**src/rtl/connect4_game_ctrl.sv**
```systemverilog
// rtl/connect4_game_ctrl.sv - Connect-4 pop-out game-flow controller
// Validates moves, issues one board command per move, rescans the board and scores wins.
module connect4_game_ctrl #(
    parameter int COLS    = 7,
    parameter int ROWS    = 6,
    parameter int SCORE_W = 4
) (
    input  logic               i_clk,
    input  logic               i_rst_n,
    input  logic               i_move_req,
    input  logic [3:0]         i_move_col,
    input  logic               i_move_pop,
    input  logic               i_reset_game,
    input  logic               i_reset_score,
    output logic               o_cmd_valid,
    output logic               o_cmd_pop,
    output logic [2:0]         o_cmd_col,
    output logic               o_cmd_player,
    input  logic               i_cmd_ack,
    input  logic               i_cmd_ok,
    output logic               o_board_clear,
    output logic [2:0]         o_rd_col,
    output logic [2:0]         o_rd_row,
    input  logic               i_rd_occ,
    input  logic               i_rd_color,
    output logic               o_player,
    output logic               o_busy,
    output logic               o_illegal,
    output logic               o_game_over,
    output logic [1:0]         o_winner,
    output logic [SCORE_W-1:0] o_score_red,
    output logic [SCORE_W-1:0] o_score_yel
);
    localparam int N  = COLS * ROWS;
    localparam int IW = $clog2(N);
    localparam int CW = $clog2(N + 1);

    typedef enum logic [2:0] {S_IDLE, S_ISSUE, S_SCAN, S_EVAL, S_OVER} state_t;

    state_t               r_state, w_state_nxt;
    logic                 r_req_d1, r_req_d2;
    logic                 r_cmd_valid, r_cmd_pop, r_cmd_player;
    logic [2:0]           r_cmd_col;
    logic                 r_board_clear, r_illegal, r_player;
    logic [2:0]           r_rd_col, r_rd_row, r_rd_col_d, r_rd_row_d;
    logic [CW-1:0]        r_scan_cnt;
    logic [N-1:0]         r_occ, r_red;
    logic [1:0]           r_winner;
    logic [SCORE_W-1:0]   r_score_red, r_score_yel;
    logic                 w_rise, w_start, w_bad_req, w_nack, w_ack_ok;
    logic                 w_red_win, w_yel_win, w_full;
    logic [1:0]           w_result;
    logic [IW-1:0]        w_wr_idx;

    function automatic logic f_cell(input logic [N-1:0] b, input int c, input int r);
        logic [N-1:0] t;
        if (c < 0 || c >= COLS || r < 0 || r >= ROWS) return 1'b0;
        t = b >> (c * ROWS + r);
        return t[0];
    endfunction

    // Any four in a row starting at (c,r): right, up, up-right, down-right.
    function automatic logic f_four(input logic [N-1:0] b);
        logic hit, h, v, d, a;
        hit = 1'b0;
        for (int c = 0; c < COLS; c++) begin
            for (int r = 0; r < ROWS; r++) begin
                h = 1'b1; v = 1'b1; d = 1'b1; a = 1'b1;
                for (int k = 0; k < 4; k++) begin
                    h &= f_cell(b, c + k, r);
                    v &= f_cell(b, c, r + k);
                    d &= f_cell(b, c + k, r + k);
                    a &= f_cell(b, c + k, r - k);
                end
                hit |= h | v | d | a;
            end
        end
        return hit;
    endfunction

    assign w_rise    = r_req_d1 & ~r_req_d2;
    assign w_red_win = f_four(r_occ & r_red);
    assign w_yel_win = f_four(r_occ & ~r_red);
    assign w_full    = &r_occ;
    assign w_wr_idx  = IW'(int'(r_rd_col_d) * ROWS + int'(r_rd_row_d));

    always_comb begin
        w_result = 2'b00;
        if (w_red_win && w_yel_win) w_result = r_player ? 2'b01 : 2'b10;
        else if (w_red_win)         w_result = 2'b01;
        else if (w_yel_win)         w_result = 2'b10;
        else if (w_full)            w_result = 2'b11;
    end

    always_comb begin
        w_state_nxt = r_state;
        w_start     = 1'b0;
        w_bad_req   = 1'b0;
        w_nack      = 1'b0;
        w_ack_ok    = 1'b0;
        case (r_state)
            S_IDLE: if (w_rise) begin
                if (i_move_col < 4'(COLS)) begin
                    w_start     = 1'b1;
                    w_state_nxt = S_ISSUE;
                end else begin
                    w_bad_req   = 1'b1;
                end
            end
            S_ISSUE: if (i_cmd_ack) begin
                w_ack_ok    = i_cmd_ok;
                w_nack      = ~i_cmd_ok;
                w_state_nxt = i_cmd_ok ? S_SCAN : S_IDLE;
            end
            S_SCAN:  if (r_scan_cnt == CW'(N)) w_state_nxt = S_EVAL;
            S_EVAL:  w_state_nxt = (w_result != 2'b00) ? S_OVER : S_IDLE;
            S_OVER:  w_state_nxt = S_OVER;
            default: w_state_nxt = S_IDLE;
        endcase
        if (i_reset_game) w_state_nxt = S_IDLE;
    end

    always_ff @(posedge i_clk or negedge i_rst_n) begin
        if (!i_rst_n) r_state <= S_IDLE;
        else          r_state <= w_state_nxt;
    end

    always_ff @(posedge i_clk or negedge i_rst_n) begin
        if (!i_rst_n) begin
            r_req_d1 <= 1'b0;  r_req_d2 <= 1'b0;
            r_cmd_valid <= 1'b0; r_cmd_pop <= 1'b0; r_cmd_col <= '0; r_cmd_player <= 1'b1;
            r_board_clear <= 1'b0; r_illegal <= 1'b0; r_player <= 1'b1;
            r_rd_col <= '0; r_rd_row <= '0; r_rd_col_d <= '0; r_rd_row_d <= '0;
            r_scan_cnt <= '0; r_occ <= '0; r_red <= '0; r_winner <= 2'b00;
            r_score_red <= '0; r_score_yel <= '0;
        end else begin
            r_req_d1      <= i_move_req;
            r_req_d2      <= r_req_d1;
            r_board_clear <= i_reset_game;
            r_rd_col_d    <= r_rd_col;
            r_rd_row_d    <= r_rd_row;

            // Score clear beats a same-cycle win increment.
            if (i_reset_score) begin
                r_score_red <= '0;
                r_score_yel <= '0;
            end else if (!i_reset_game && r_state == S_EVAL) begin
                if (w_result == 2'b01 && r_score_red != '1) r_score_red <= r_score_red + 1'b1;
                if (w_result == 2'b10 && r_score_yel != '1) r_score_yel <= r_score_yel + 1'b1;
            end

            if (i_reset_game) begin
                r_cmd_valid <= 1'b0;
                r_player    <= 1'b1;
                r_winner    <= 2'b00;
                r_illegal   <= 1'b0;
            end else begin
                r_illegal <= w_bad_req | w_nack;
                if (w_start) begin
                    r_cmd_valid  <= 1'b1;
                    r_cmd_col    <= i_move_col[2:0];
                    r_cmd_pop    <= i_move_pop;
                    r_cmd_player <= r_player;
                end else if (r_state == S_ISSUE && i_cmd_ack) begin
                    r_cmd_valid  <= 1'b0;
                end
                if (w_ack_ok) begin
                    r_rd_col   <= '0;
                    r_rd_row   <= '0;
                    r_scan_cnt <= '0;
                end
                if (r_state == S_SCAN) begin
                    r_scan_cnt <= r_scan_cnt + 1'b1;
                    // Read data lags the address by one cycle, so the first cycle captures nothing.
                    if (r_scan_cnt != '0) begin
                        r_occ[w_wr_idx] <= i_rd_occ;
                        r_red[w_wr_idx] <= i_rd_color;
                    end
                    if (r_scan_cnt < CW'(N - 1)) begin
                        if (r_rd_row == 3'(ROWS - 1)) begin
                            r_rd_row <= '0;
                            r_rd_col <= r_rd_col + 1'b1;
                        end else begin
                            r_rd_row <= r_rd_row + 1'b1;
                        end
                    end
                end
                if (r_state == S_EVAL) begin
                    if (w_result != 2'b00) r_winner <= w_result;
                    else                   r_player <= ~r_player;
                end
            end
        end
    end

    assign o_cmd_valid   = r_cmd_valid;
    assign o_cmd_pop     = r_cmd_pop;
    assign o_cmd_col     = r_cmd_col;
    assign o_cmd_player  = r_cmd_player;
    assign o_board_clear = r_board_clear;
    assign o_rd_col      = r_rd_col;
    assign o_rd_row      = r_rd_row;
    assign o_player      = r_player;
    assign o_busy        = (r_state == S_ISSUE) || (r_state == S_SCAN) || (r_state == S_EVAL);
    assign o_illegal     = r_illegal;
    assign o_game_over   = (r_state == S_OVER);
    assign o_winner      = r_winner;
    assign o_score_red   = r_score_red;
    assign o_score_yel   = r_score_yel;
endmodule
```
**config.mk**
```make
export PLATFORM = sky130hd
export DESIGN_NAME = connect4_game_ctrl
export DESIGN_NICKNAME = d
export VERILOG_FILES = /design/src/rtl/connect4_game_ctrl.sv
export SDC_FILE = /design/constraint.sdc
export NUM_CORES = 1
export LEC_CHECK = 0
export BUFFER_PORTS_ARGS = -buffer_cell sky130_fd_sc_hd__buf_2
export CAP_MARGIN = 20
export CELL_PAD_IN_SITES_DETAIL_PLACEMENT = 1
export CELL_PAD_IN_SITES_GLOBAL_PLACEMENT = 2
export CORE_ASPECT_RATIO = 2
export CORE_MARGIN = 2
export CORE_UTILIZATION = 36
export CTS_CLUSTER_SIZE = 30
export DETAILED_ROUTE_END_ITERATION = 10
export PLACE_DENSITY_LB_ADDON = 0.12
export SYNTH_ARGS = -nofsm -noshare
export SYNTH_HDL_FRONTEND = slang
export SYNTH_SLANG_ARGS = --single-unit
```
**constraint.sdc**
```tcl
create_clock -name i_clk -period 2.6 [get_ports i_clk]
set_clock_uncertainty 0.1 [all_clocks]
set_input_delay 0.39 -clock i_clk [delete_from_list [all_inputs] [get_ports i_clk]]
set_output_delay 0.39 -clock i_clk [all_outputs]
set_load 0.05 [all_outputs]
```
* Yosys cells after proc, flatten, opt, wreduce, memory -nomap -nowiden
Cells that the tools add are included.
Cells by class: add/subtract/negate cells 6, multiply operators 1, order comparisons 4, equal/unequal tests 15, mux-type cells 53, bitwise operators 559, reduce and logical (&&, ||, !) cells 28
Operators by type and width (number):
- 1-bit bitwise AND | 415
- 1-bit bitwise OR | 137
- 42-bit bitwise AND | 2
- 42-bit bitwise mux | 2
- 3-bit two-way mux | 14
- 42-bit NOT | 1
- 42-bit AND reduction | 1
- 4-bit two-way mux | 6
- 1-bit two-way mux | 18
- 2-bit two-way mux | 9
- 3-bit case mux with 5 select lines | 1
- 2-bit nonzero test | 7
- 6-bit two-way mux | 2
- 3-bit inequality test, second input constant | 4
- 2-bit AND reduction | 6
- 4-bit by 1-bit adder with 4-bit output, second input constant | 2
- 4-bit inequality test, second input constant | 2
- 6-bit by 7-bit < comparator with 1-bit output, second input constant | 1
- 3-bit by 1-bit adder with 3-bit output, second input constant | 2
- 6-bit by 1-bit adder with 6-bit output, second input constant | 1
- 6-bit by 4-bit adder with 6-bit output | 1
- 1-bit demux with 6-bit select | 1
- 3-bit by 2-bit == test with 1-bit output, second input constant | 2
- 3-bit == test, second input constant | 2
- 18 further kinds | 27
Word-level totals: register bits 126

* Longest topological paths before layout
depth in word-level cells 47, mapped depth 10, depth with buffers taken out 10

* Least setup slack after synthesis
Ideal clock, no wire load.
path type flip-flop to flip-flop, start reg r_rd_col_d[1], end reg r_red[32], library setup time 0.125 ns, data arrival time 2.372 ns, required time 2.375 ns, setup slack 0.003 ns, stages on the path, launching flop included 9, period minus slack after synthesis 2.597 ns, path through dfrtp_1 -> ha_1 -> fa_1 -> nand2_1 -> xnor2_1 -> nand2_1 -> inv_1 -> and3_1 -> mux2_2
Between the ends: longest elaborated chain between the ends 7
RTL lines:
- start, declared | line 45 | logic [2:0] r_rd_col, r_rd_row, r_rd_col_d, r_rd_row_d;
- start signal, assigned | line 140 | r_rd_col_d <= r_rd_col;
- 3-bit by 2-bit multiplier with 5-bit output * | line 85 | assign w_wr_idx = IW'(int'(r_rd_col_d) * ROWS + int'(r_rd_row_d));
- 6-bit by 4-bit adder with 6-bit output * | line 85
- 6-bit by 7-bit < comparator with 1-bit output (implied by the code) / 6-bit by 1-bit >= comparator with 1-bit output (equally long branches) | line 177 | r_red[w_wr_idx] <= i_rd_color;
- 1-bit logical AND (implied by the code) | line 177
- 1-bit two-way mux (implied by the code) | line 177
- 1-bit demux with 6-bit select * | line 177
- 42-bit bitwise mux * | line 177
- end signal, assigned by index | line 177
- end, declared | line 47 | logic [N-1:0] r_occ, r_red;
Every way passes the cells marked *; elsewhere a longest branch is shown, timed or not. A chain may end at the register's enable or synchronous reset.

* Final worst setup path
start reg r_rd_col_d[1], end reg r_occ[25]
Between the ends: longest elaborated chain between the ends 7
RTL lines:
- 3-bit by 2-bit multiplier with 5-bit output * | line 85
- 6-bit by 4-bit adder with 6-bit output * | line 85
- 6-bit by 7-bit < comparator with 1-bit output (implied by the code) / 6-bit by 1-bit >= comparator with 1-bit output (equally long branches) | line 176 | r_occ[w_wr_idx] <= i_rd_occ;
- 1-bit logical AND (implied by the code) | line 176
- 1-bit two-way mux (implied by the code) | line 176
- 1-bit demux with 6-bit select * | line 176
- 42-bit bitwise mux * | line 176
- end signal, assigned by index | line 176
- end, declared | line 47
Marked as above.

==> out/qor.yml <==
critical_path:
  endpoint_kind: "flop"
  r2r_slack_ns: -0.11
  cp-start-kind: "flop"
  cp-startpoint: "r_rd_col_d[1]"
  r2r-end: "r_occ[25]"
  crit_arrival_ns: 2.94
  r2r_cells: 11
  r2r_start: "r_rd_col_d[1]"
  path_max_fanout: 5
  critPathKind: "reg2reg"
  crit_required_ns: 2.83
  crit_path_end: "r_occ[25]"
yosys:
  netlist_instances: 744
  ys_ff_latch: 126
  syn_area_per_cell_sq_um: 9.74
  yosysUniqueCellTypes: 67
  netlist_area_sq_um: 7250
  synth_ff_type: "dfrtp_1"
  syn_nets: 771
  ys_async_sr_fraction_pct: 100
  yosys-top-cells-count: "dfrtp_1, mux2_2, nand2_1, nor2_1, nor2b_1"
  seq_area_frac_synth_pct: 43.6
  synth_edf_count: 0
  netlist.area_leader.share_pct: 42.8
  synthMostInstantiatedCell: "dfrtp_1"
  yosysWarnings: 0
  synth_top_area_cell: "dfrtp_1"
  synth_area_leaders: "dfrtp_1, mux2_2, nand2_1"
power:
  p_leak_uw: 0.00490
  pwr_density_cell_nw_per_um2: 600
  p_total_uw: 6620
  peakVddDrop_v: 0.000513
cells_and_area:
  ff_latch_area_sq_um: 3160
  fill_cells: 2174
  design_area_sq_um: 11000
  nets: 1004
  areaGrowthSynthToFinish_pct: 52.1
  diodes: 0
  drive_gt1_share_pct: 54.1
  multi_input_area_sq_um: 5010
route:
  drt_wl_total_um: 33400
  avgRoutedWirePerCell_um: 26.6
  vias: 7191
  ant_nets: 0
  via_per_inst: 5.74
  drtIter0Drc: 326
  remaining_drc_errors: 0
  dr.pass1.iters: 4
sta:
  drv_slew: 0
  hold_ws_ns: 0.0806
  max_freq_mhz: 369
  setup_slack_ns: -0.108
  rsz0062_at_grt: "yes"
  tightestPinTransition_ns: 0.945
  post-route-min-period_ns: 2.71
  setup_violations: 66
  relSlewSlack_pct: 37.0
  finalSetupTns_ns: -2.31
  finalCritPeriodShare_pct: 104
  hold_violations: 0
flow_run:
  drv_cap: 0
outcome:
  outcome: "complete, but fails checks"
  violations: "setup timing"
global_routing:
  grt_max_degree: 127
  grt_pass1_wl_um: 48200
  first_global_vias: 7933
  track_usage_pct: 31.3
  antenna_found_initial: 0
  grt-ovfl-total: 0
floorplanning:
  die_width_um: 104
  die_area_sq_um: 21300
  fp.dieH_um: 205
  num_rows: 73
  start_util_pct: 36.6
  ios: 41
  core_sq_um: 19800
placement:
  gp_congestion: 1.02
  postPlaceCellArea_sq_um: 9030
  dp_hpwl_um: 25200
  io_buffers: 40
cts:
  htreeDepth: 4
  cts_sinks: 126
  clkTransAtPathRegs_ns: 0.06
  cts_buffers: 17
  clock_latency_ns: 0.44
  max-clock-path-buffers: 2
  cts_tree: "built"
  cts_root_buffer: "clkbuf_16"
min_path:
  hp-class: "in2reg"
==> cells by family (layout without fill, tap and decap cells) <==
group / after synthesis / in the layout / synth area share [%]
mux: 99 / 99 / 15.3
xor+xnor: 5 / 5 / 0.604
compound gates: 114 / 114 / 10.8
fa+ha+maj: 13 / 13 / 2.45
buf+inv: 40 / 286 / 2.40
simple gates: 347 / 347 / 24.8
flops: 126 / 126 / 43.6
==> metal layers <==
layer / vias up / global-route usage (%) / part of all wire (%)
li1: 3188 / - / -
met4: 0 / 24.8 / 9.4
met2: 220 / 61.6 / 56
met5: - / 0 / 0
met3: 125 / 5.03 / 2.9
met1: 3658 / 27.1 / 32
==> per-stage QoR <==
stage | worst slack, ns | instances | util (%)
2_1_floorplan | 0.00319 | 744 | -
3_3_place_gp | -0.414 | 1200 | 45.6
3_5_place_dp | -0.427 | 1200 | 45.6
4_1_cts | -0.0408 | 1243 | 51.9
5_1_grt | -0.167 | 1252 | 55.6
6_report | -0.108 | 1252 | 55.6
==> critical path, stage by stage, from the launching register on <==
cell and delay (ns):
dfrtp_1 0.39, ha_2 0.22, fa_2 0.60, buf_6 0.12, nand2b_4 0.13, nand2_2 0.09, nor2_4 0.15, nand2_2 0.07
buf_6 0.16, nor2_1 0.11, buf_4 0.12, mux2_2 0.32
==> what timing repair did <==
action | in CTS | in global routing
endpoints found under the setup margin | 82 | 92
pin swaps | 32 | 46
gates resized for setup | 147 | 155
hold buffers | 2 | 0
buffers inserted | 10 | 13
hold endpoints to repair | 37 | 0
==> flip-flops by register name (all words and copies together), names as in the netlist, 2 cells and up <==
name	count
r_red	42
r_occ	42
r_state	3
o_cmd_col	3
o_winner	2
r_scan_cnt	6
r_rd_row_d	3
r_rd_col_d	3
o_rd_col	3
o_score_red	4
o_score_yel	4
o_rd_row	3
==> power breakdown <==
group	internal (uW)	switching [uW]
sequential	2070	89.4
clock	1620	920
combinational	731	1190
==> layout make-up <==
class                           count  area share, %
Timing Repair Buffer              231           16.5
Multi-Input combinational cell    578           45.4
Clock buffer                       20           4.05
Sequential cell                   126           28.7
Clock inverter                     12           1.53
Inverter                           23          0.806
Tap cell                          262           2.97
==> how the worst min path moves through the flow <==
| stage | start | to | slack (ns) | depth (start not counted) |
|---|---|---|---|---|
| final | i_move_pop | o_cmd_pop | 0.08 | 2 |
| after global routing | i_move_pop | o_cmd_pop | 0.08 | 2 |
| after CTS | i_move_pop | o_cmd_pop | 0.06 | 2 |
| after detailed placement | r_req_d1 | r_req_d2 | 0.29 | 0 |
| after global placement | r_req_d1 | r_req_d2 | 0.27 | 0 |
| after floorplan | i_rst_n | o_board_clear | -0.006 | 0 |
==> cell usage in the layout, fill, tap and decap left out, drive strengths merged, types with 3 or more instances in the layout <==
cell and count:
buf 229, dfrtp 124, mux2 95, nand2 89, nor2 61, nor2b 41, nand3 40, nand2b 25
a21oi 24, nand4 23, inv 23, nor3 22, nor4 22, clkbuf 20, o21ai 19, ha 11
a31oi 8, o22ai 8, a2111oi 7, o211ai 6, clkinv 6, a211oi 6, and3 5, mux2i 4
bufinv 4, o21bai 4, o32ai 4, a21o 3, nand4b 3, o2111ai 3, xnor2 3, a311oi 3
and2 3
(Power assumes the default switching activity.)
